### src/rtl/ahb_slave_fifo.sv
// AHB-Lite slave front end for the AHB-to-APB bridge: decodes its address window,
// runs the data-phase FSM and queues posted writes and read commands toward APB.
module ahb_slave_fifo #(
    parameter int                ADDR_W    = 32,
    parameter int                DATA_W    = 32,
    parameter int                DEPTH     = 4,
    parameter logic [ADDR_W-1:0] BASE_ADDR = 32'hA000_0000,
    parameter int                WIN_LOG2  = 16
) (
    input  logic              HCLK,
    input  logic              HRESETn,
    input  logic              HSEL,
    input  logic [ADDR_W-1:0] HADDR,
    input  logic              HWRITE,
    input  logic [2:0]        HBURST,
    input  logic [1:0]        HTRANS,
    input  logic              HREADY,
    input  logic [DATA_W-1:0] HWDATA,
    output logic [DATA_W-1:0] HRDATA,
    output logic              HREADYOUT,
    output logic              HRESP,
    output logic              cmd_valid,
    input  logic              cmd_ready,
    output logic [ADDR_W-1:0] cmd_addr,
    output logic              cmd_write,
    output logic [DATA_W-1:0] cmd_wdata,
    input  logic              rd_valid,
    input  logic [DATA_W-1:0] rd_data
);

    localparam int PTR_W = $clog2(DEPTH);
    localparam int CNT_W = PTR_W + 1;

    localparam logic [2:0] S_IDLE  = 3'd0;
    localparam logic [2:0] S_WDATA = 3'd1;
    localparam logic [2:0] S_RWAIT = 3'd2;
    localparam logic [2:0] S_RDONE = 3'd3;
    localparam logic [2:0] S_ERR1  = 3'd4;
    localparam logic [2:0] S_ERR2  = 3'd5;

    localparam logic [ADDR_W-1:0] WIN_MASK = {ADDR_W{1'b1}} << WIN_LOG2;

    logic [2:0]        state_q, state_d;
    logic [ADDR_W-1:0] addr_q, addr_d;
    logic              rd_pushed_q, rd_pushed_d;
    logic [DATA_W-1:0] hrdata_q, hrdata_d;

    logic [PTR_W-1:0]  wptr_q, rptr_q;
    logic [CNT_W-1:0]  count_q;
    logic [ADDR_W-1:0] mem_addr  [DEPTH];
    logic              mem_write [DEPTH];
    logic [DATA_W-1:0] mem_wdata [DEPTH];

    logic              full, pop, push, push_write, accept, in_win;
    logic [DATA_W-1:0] push_data;
    logic [2:0]        accept_state;

    // Burst type and the BUSY/IDLE distinction carry no meaning for this slave.
    logic unused_ok;
    assign unused_ok = ^{HBURST, HTRANS[0]};

    assign full      = (count_q == CNT_W'(DEPTH));
    assign cmd_valid = (count_q != '0);
    assign pop       = cmd_valid & cmd_ready;

    // NOTE: every signal written in an always_comb gets a default first so no latch is inferred.
    always_comb begin
        HREADYOUT = 1'b1;
        HRESP     = 1'b0;
        case (state_q)
            S_WDATA: HREADYOUT = ~full;
            S_RWAIT: HREADYOUT = 1'b0;
            S_ERR1:  begin HREADYOUT = 1'b0; HRESP = 1'b1; end
            S_ERR2:  HRESP = 1'b1;
            default: ;
        endcase
    end

    // A new address phase is only taken while our own data phase is completing.
    assign accept       = HSEL & HREADY & HTRANS[1] & HREADYOUT;
    assign in_win       = ((HADDR & WIN_MASK) == BASE_ADDR);
    assign accept_state = !in_win ? S_ERR1 : (HWRITE ? S_WDATA : S_RWAIT);

    always_comb begin
        state_d     = state_q;
        addr_d      = addr_q;
        rd_pushed_d = rd_pushed_q;
        hrdata_d    = hrdata_q;
        push        = 1'b0;
        push_write  = 1'b0;
        push_data   = '0;
        case (state_q)
            S_WDATA: begin
                if (!full) begin
                    push       = 1'b1;
                    push_write = 1'b1;
                    push_data  = HWDATA;
                    state_d    = S_IDLE;
                end
            end
            S_RWAIT: begin
                if (!rd_pushed_q && !full) begin
                    push        = 1'b1;
                    rd_pushed_d = 1'b1;
                end
                if (rd_valid) begin
                    hrdata_d = rd_data;
                    state_d  = S_RDONE;
                end
            end
            S_ERR1:  state_d = S_ERR2;
            default: state_d = S_IDLE;
        endcase
        if (accept) begin
            state_d     = accept_state;
            addr_d      = HADDR;
            rd_pushed_d = 1'b0;
        end
    end

    // NOTE: sequential state uses non-blocking assignments so every register samples pre-edge values.
    always_ff @(posedge HCLK or negedge HRESETn) begin
        if (!HRESETn) begin
            state_q     <= S_IDLE;
            addr_q      <= '0;
            rd_pushed_q <= 1'b0;
            hrdata_q    <= '0;
            wptr_q      <= '0;
            rptr_q      <= '0;
            count_q     <= '0;
        end else begin
            state_q     <= state_d;
            addr_q      <= addr_d;
            rd_pushed_q <= rd_pushed_d;
            hrdata_q    <= hrdata_d;
            if (push) wptr_q <= wptr_q + 1'b1;
            if (pop)  rptr_q <= rptr_q + 1'b1;
            count_q <= count_q + CNT_W'(push) - CNT_W'(pop);
        end
    end

    // NOTE: the storage array has no reset; empty entries are masked at the outputs instead.
    always_ff @(posedge HCLK) begin
        if (push) begin
            mem_addr[wptr_q]  <= addr_q;
            mem_write[wptr_q] <= push_write;
            mem_wdata[wptr_q] <= push_data;
        end
    end

    assign cmd_addr  = cmd_valid ? mem_addr[rptr_q]  : '0;
    assign cmd_write = cmd_valid ? mem_write[rptr_q] : 1'b0;
    assign cmd_wdata = cmd_valid ? mem_wdata[rptr_q] : '0;
    assign HRDATA    = hrdata_q;

endmodule

### config.mk
export PLATFORM = sky130hd
export DESIGN_NAME = ahb_slave_fifo
export DESIGN_NICKNAME = d
export VERILOG_FILES = /design/src/rtl/ahb_slave_fifo.sv
export SDC_FILE = /design/constraint.sdc
export NUM_CORES = 1
export LEC_CHECK = 0
export CORE_MARGIN = 5
export CORE_UTILIZATION = 41
export CTS_CLUSTER_DIAMETER = 150
export CTS_CLUSTER_SIZE = 12
export DETAILED_ROUTE_END_ITERATION = 10
export PLACE_DENSITY = 0.63
export SYNTH_ARGS = -nofsm -noshare
export SYNTH_HDL_FRONTEND = slang
export SYNTH_SLANG_ARGS = --single-unit
### constraint.sdc
create_clock -name HCLK -period 8.3 [get_ports HCLK]
set_input_delay 1.66 -clock HCLK [delete_from_list [all_inputs] [get_ports HCLK]]
set_output_delay 1.66 -clock HCLK [all_outputs]
set_load 0.02 [all_outputs]
==> out/results.ini, run 1 <==
[detailed_routing]
routedWlPerCell_um=21.5
ant_nets=0
vias=6508
drc=0
vias_per_cell=5.06
wl_um=27600
drt_iter0_drc=209
drtPass1Iterations=4

[timing]
post-route-period-util=0.629
rsz0062_at_grt=no
skew_ns=0.0125
max-slew-margin-rel=0.275
layout_setup_ws_ns=3.08
max_freq_mhz=191
finalHoldViolations=0
setup_tns_ns=0
worst_pin_slew_ns=1.09
finalSetupViolations=0
slew_viol_final=0
min_period_ns=5.22

[worst_hold_path]
min-delay-start=HRDATA[11]$_DFFE_PN0P_
min_to=HRDATA[11]$_DFFE_PN0P_
hold_class=flip-flop to flip-flop
holdPathStages=1

[power]
power_frac_clock=0.223
p_per_area_nw_per_um2=346
sw_frac_of_total=0.304
power_frac_comb=0.336
p_leak_uw=0.00583
p_switching_uw=1740
p_int_uw=3980
ir_drop_mv=0.175
sequentialPowerShare=0.441

[die]
coreArea_um2=31600
start_util=0.417
die_x_um=189
die_h_um=189
num_rows=65
boundaryPins=208
die-area_um2=35900

[worst_setup_path]
path_max_fanout=35
slowest_delay_ns=0.97
critPathCaptureType=primary output
start_kind=flip-flop
cpMaxStageDelayCell=dfrtp_4
rr_endpoint=mem_wdata[0][31]$_DFFE_PP_
r2r_cells=7
r2r-start=state_q[0]$_DFFE_PN0P_
cp_num_buf_inv=2
crit_family=buffers and inverters
rrSetupSlack_ns=4.85
cp.required_ns=6.64
crit_type=flip-flop to primary output
cp_data_arrival_time_ns=3.56
path_cells=buf_4 > mux4_2 > and2_1 > clkdlybuf4s50_1

[yosys]
ys_types=37
synth_area_um2=13200
ys_ff_latch=335
syn_inst=647
yosysMostFrequentCell=edfxtp_1
synth_common_cells=edfxtp_1 (260), and2_1 (99), dfrtp_1 (75)
ys.flop_type=edfxtp_1
yosys_warnings=0
synth_top_area_share=0.591
yosys.area.top_type=edfxtp_1
synth-async-reset-ratio=0.224
synthTopCellsByArea=edfxtp_1 (59%), dfrtp_1 (14%), mux4_2 (11%), and2_1 (4.7%), mux2_2 (3.3%)
syn_nets=762
synth.avg_cell_area_um2=20.4
yosysSeqAreaShare=0.734
synth_edf_count=260

[final_layout]
register_area_um2=9690
multiInputGateArea_um2=3330
fin_area_um2=16500
finalNetCount=975
diodes=0
syn2layout_area_growth_pct=25.2
drive_above_1_share=0.210
fillers=2576

[clocking]
clockBufferDepth=3
htree_num_levels=1
worst_skew_pair.late_latency_ns=0.55
hold_buffers=0
cts_tree=done
postCtsSetupBuffers=0
ctsResizeCount=0
cts_sinks=335
cts_made_buffers=31
clkTransAtPathRegs_ns=0.06
cts_root_buffer=clkbuf_16

[run]
maxCapViolCount=0

[placement]
place_ws_ns=3.53
io_buffers=203
hpwl_um=16200
place.gp.congestion=0.667
place_area_um2=15700

[global_routing]
grt_use_total=0.152
overflow=0
grt_pass1_wl_um=42700
grt_start_max_net_pins=67
grt_pass1_vias=7411
antenna_found_initial=3

[outcome]
run_status=complete, no violations

## layout make-up
cell class,count,area share
Tap cell,402,0.0304
Inverter,6,0.00136
Timing Repair Buffer,213,0.127
Clock buffer,57,0.0529
Multi-Input combinational cell,273,0.201
Sequential cell,335,0.587
## how the worst max path moves through the flow
stage                           startpoint                  endpoint  slack (ns)  cells after the start
finish               rptr_q[0]$_DFFE_PN0P_               cmd_addr[2]        3.08                      4
global route         rptr_q[0]$_DFFE_PN0P_               cmd_addr[0]        2.80                      4
CTS                  rptr_q[0]$_DFFE_PN0P_               cmd_addr[2]        2.93                      4
detailed placement   rptr_q[0]$_DFFE_PN0P_               cmd_addr[2]        3.53                      4
global placement     rptr_q[0]$_DFFE_PN0P_                 cmd_write        3.56                      4
floorplan           state_q[0]$_DFFE_PN0P_  mem_addr[0][0]$_DFFE_PP_        3.77                      4
## worst reg2reg max path, stage by stage (launching register included)
cell     delay (ns)
dfrtp_1        0.45
nor3b_2        0.24
nor2b_2        0.16
buf_4          0.38
a31oi_1        0.20
buf_4          0.23
nor2b_4        0.73
buf_4          0.66
## flip-flops by register name, summed over array words and instances, names as in the netlist
signal,cells
rd_pushed_q,1
state_q,3
mem_wdata,128
count_q,3
addr_q,32
mem_write,4
rptr_q,2
HRDATA,32
wptr_q,2
mem_addr,128
## power by group through the flow
stage	logic [uW]	clock network [uW]	registers [uW]
floorplan	1290	0	2380
global placement	1950	0	2550
detailed placement	1960	0	2570
CTS	1970	1310	2530
global route	2060	1390	2570
finish	1920	1270	2520
## cells by family after synthesis
group | count (synthesis) | share of synthesized area
AOI/OAI and AO/OA | 7 | 0.00398
xor gates and xnor gates | 5 | 0.00332
adders and majority gates | 7 | 0.00720
buffers and inverters | 39 | 0.0163
DFF | 335 | 0.734
muxes | 130 | 0.174
and+or+nand+nor | 124 | 0.0618
## metal layers
| layer | vias to the layer above | global-route usage | routed length (um) |
|---|---|---|---|
| li1 | 2927 | - | - |
| met1 | 3351 | 0.198 | 11900 |
| met2 | 191 | 0.258 | 13400 |
| met3 | 33 | 0.0479 | 1970 |
| met4 | 6 | 0.0259 | 347 |
| met5 | - | 0 | 47 |
## placed cells by master (no fill, tap or decap), types with 3 or more instances in the layout
master,count
mux2_4,26
ha_1,6
and2_1,99
clkbuf_1,26
xnor2_1,3
inv_1,6
nor2b_4,3
mux2_2,39
edfxtp_1,260
nor2_1,3
clkdlybuf4s50_1,202
dfrtp_1,73
clkbuf_16,31
buf_4,11
mux4_2,65
## metrics by stage
step	cells	utilization	hold slack [ns]	power, uW
after floorplan	647	-	0.462	3670
after global placement	1229	0.495	0.482	4500
after detailed placement	1229	0.495	0.489	4530
after CTS	1286	0.522	0.505	5820
after global routing	1286	0.522	0.529	6020
final	1286	0.522	0.508	5710
(Power assumes the default switching activity.)
==> inputs of run 2 (changes only) <==
==> constraint.sdc (replaced) <==
create_clock -name HCLK -period 4.9 [get_ports HCLK]
set_input_delay 0.98 -clock HCLK [delete_from_list [all_inputs] [get_ports HCLK]]
set_output_delay 0.98 -clock HCLK [all_outputs]
set_load 0.02 [all_outputs]
==> run 2 against run 1 <==
  * Clock power grew 69%
  * Utilization grew 0.26 points
  * Critical path depth is the same
  * Clock skew is essentially flat
  * Routed wire length shrank 1.6%
  * Worst setup slack lost 2.3 ns
  * Non-clock buffer count grew 6
  * Cell count grew 0.47%
  * Die area is the same
  * Sequential power grew 67%
  * Combinational power grew 74%
  * Count of clock-buffer cells in the layout is the same
  * Critical endpoint is now cmd_addr[25]
==> out/results.ini, run 2 (synthesized netlist as in run 1, its figures left out) <==
[global_routing]
gr-usage-met1=0.196  ; -0.00170
grt_pass1_wl_um=42000  ; -1.8%
grt_use_total=0.150  ; -0.00227
gr-usage-met2=0.251  ; -0.00703
top_usage_layer=met2
grt_pass1_vias=7151  ; -3.5%
overflow=0  ; unchanged
grtUsageMet3=0.0481  ; +0.000184
grt_start_max_net_pins=59  ; -12%
antenna_found_initial=2  ; -1

[placement]
io_buffers=203  ; unchanged
hpwl_um=16400  ; +1.5%
place.gp.congestion=0.671  ; +0.51%
place_area_um2=15700  ; +0.53%

[die]
coreArea_um2=31600  ; unchanged
boundaryPins=208  ; unchanged
die_x_um=189  ; unchanged
start_util=0.417  ; unchanged
die-area_um2=35900  ; unchanged
die_h_um=189  ; unchanged
num_rows=65  ; unchanged

[clocking]
htree_num_levels=1  ; unchanged
clkTransAtPathRegs_ns=0.06  ; about the same
cts_sinks=335  ; unchanged
worst_skew_pair.late_latency_ns=0.55  ; about the same
cts_tree=done
hold_buffers=0  ; unchanged
cts_root_buffer=clkbuf_16
clockBufferDepth=3  ; unchanged
ctsResizeCount=0  ; unchanged
cts_made_buffers=31  ; unchanged
postCtsSetupBuffers=0  ; unchanged

[worst_setup_path]
path_cells=buf_4 > mux4_2 > and2_1 > clkdlybuf4s50_1
start_kind=flip-flop
slowest_delay_ns=0.84  ; -0.13 ns
critPathCaptureType=primary output
path_max_fanout=31  ; -11%
cp_num_cells=4  ; unchanged
cp_data_arrival_time_ns=3.11  ; -0.45 ns
cp_num_buf_inv=2  ; unchanged
cpMaxStageDelayCell=dfrtp_4
crit_type=flip-flop to primary output
cp.required_ns=3.92  ; -2.72 ns
r2r_cells=9  ; +2
crit_family=buffers and inverters

[outcome]
run_status=complete, no violations

[final_layout]
fin_area_um2=16600  ; +0.50%
fillers=2528  ; -1.9%
diodes=0  ; unchanged
drive_above_1_share=0.216  ; +0.00532
mostFrequentLayoutCells=edfxtp_1 (260), clkdlybuf4s50_1 (202), and2_1 (99)
reg_top3=mem_addr x128, mem_wdata x128
mostFrequentLayoutCell=edfxtp_1
syn2layout_area_growth_pct=25.8
finalNetCount=981  ; +0.62%

[timing]
max_freq_mhz=245
slew_viol_final=0  ; unchanged
skew_ns=0.0124  ; -0.000157 ns
setup_tns_ns=0  ; unchanged
post-route-period-util=0.835
rsz0062_at_grt=no
worst_pin_slew_ns=0.902  ; -0.186 ns
finalSetupViolations=0  ; unchanged
min_period_ns=4.09
max-slew-margin-rel=0.398  ; +0.123
finalHoldViolations=0  ; unchanged

[detailed_routing]
ant_nets=0  ; unchanged
drt_iter0_drc=323  ; +55%
vias=6550  ; +0.65%
drtPass1Iterations=4  ; unchanged
routedWlPerCell_um=21.0  ; -2.1%
vias_per_cell=5.07  ; +0.18%
drc=0  ; unchanged
wl_um=27200  ; -1.6%

[worst_hold_path]
hold_class=input port to async pin

[power]
ir_drop_mv=0.271  ; +55%
p_leak_uw=0.00587  ; +0.69%
p_per_area_nw_per_um2=584  ; +69%
total_power_uw=9700  ; +70%

[run]
maxCapViolCount=0  ; unchanged

-- run 2: changes by cell type in the layout (fill, tap and decap cells not counted), sizes merged --
cell | previous run | this run
buf | 11 | 17
-- run 2: path summary, 6_finish.rpt --
path                                               from                 endpoint  slack [ns]
worst max-delay path              rptr_q[0]$_DFFE_PN0P_             cmd_addr[25]        0.81
worst min-delay path                            HRESETn   HRDATA[18]$_DFFE_PN0P_        0.47
worst max register to register     count_q[2]$_DFF_PN0_     count_q[2]$_DFF_PN0_        1.60
worst min register to register  rd_pushed_q$_DFFE_PN0P_  rd_pushed_q$_DFFE_PN0P_        0.50
max in group asynchronous                       HRESETn   addr_q[14]$_DFFE_PN0P_        3.55
min in group HCLK               rd_pushed_q$_DFFE_PN0P_  rd_pushed_q$_DFFE_PN0P_        0.50
-- run 2: where the power goes --
part	leakage [uW]	internal, uW	switching, uW
logic	0.00211	1800	1550
registers	0.00335	3780	422
clock network	0.000413	1180	954
-- run 2: metal layers --
metal	vias up	routed length, um
met5	-	26
met4	4	422
met3	43	2550
met2	225	13000
met1	3333	11100
li1	2945	-
-- run 2: worst register-to-register path, cell delays in order (launching register included) --
cell and delay [ns]:
dfrtp_1 0.42, or3_2 0.90, buf_4 0.42, and2_1 0.23
ha_1 0.28, inv_1 0.04, ha_1 0.19, fa_1 0.41
xor2_1 0.17, xnor2_1 0.13
-- run 2: metrics by stage --
stage	std cells	hold WS [ns]	setup WS, ns	utilization
after floorplan	647	0.462	0.375	-
after global placement	1235	0.485	1.33	0.497
after detailed placement	1235	0.485	1.29	0.497
after CTS	1292	0.473	0.677	0.525
after global routing	1292	0.514	0.597	0.525
final	1292	0.468	0.810	0.525
-- run 2: cell type report --
class | count | area [um^2] | area share
flip-flops and latches | 335 | 9690 | 0.584
inverters | 6 | 22.5 | 0.00136
multi-input cells | 273 | 3330 | 0.200
repair buffers | 219 | 2190 | 0.132
well taps | 402 | 503 | 0.0303
clock buffers | 57 | 873 | 0.0526
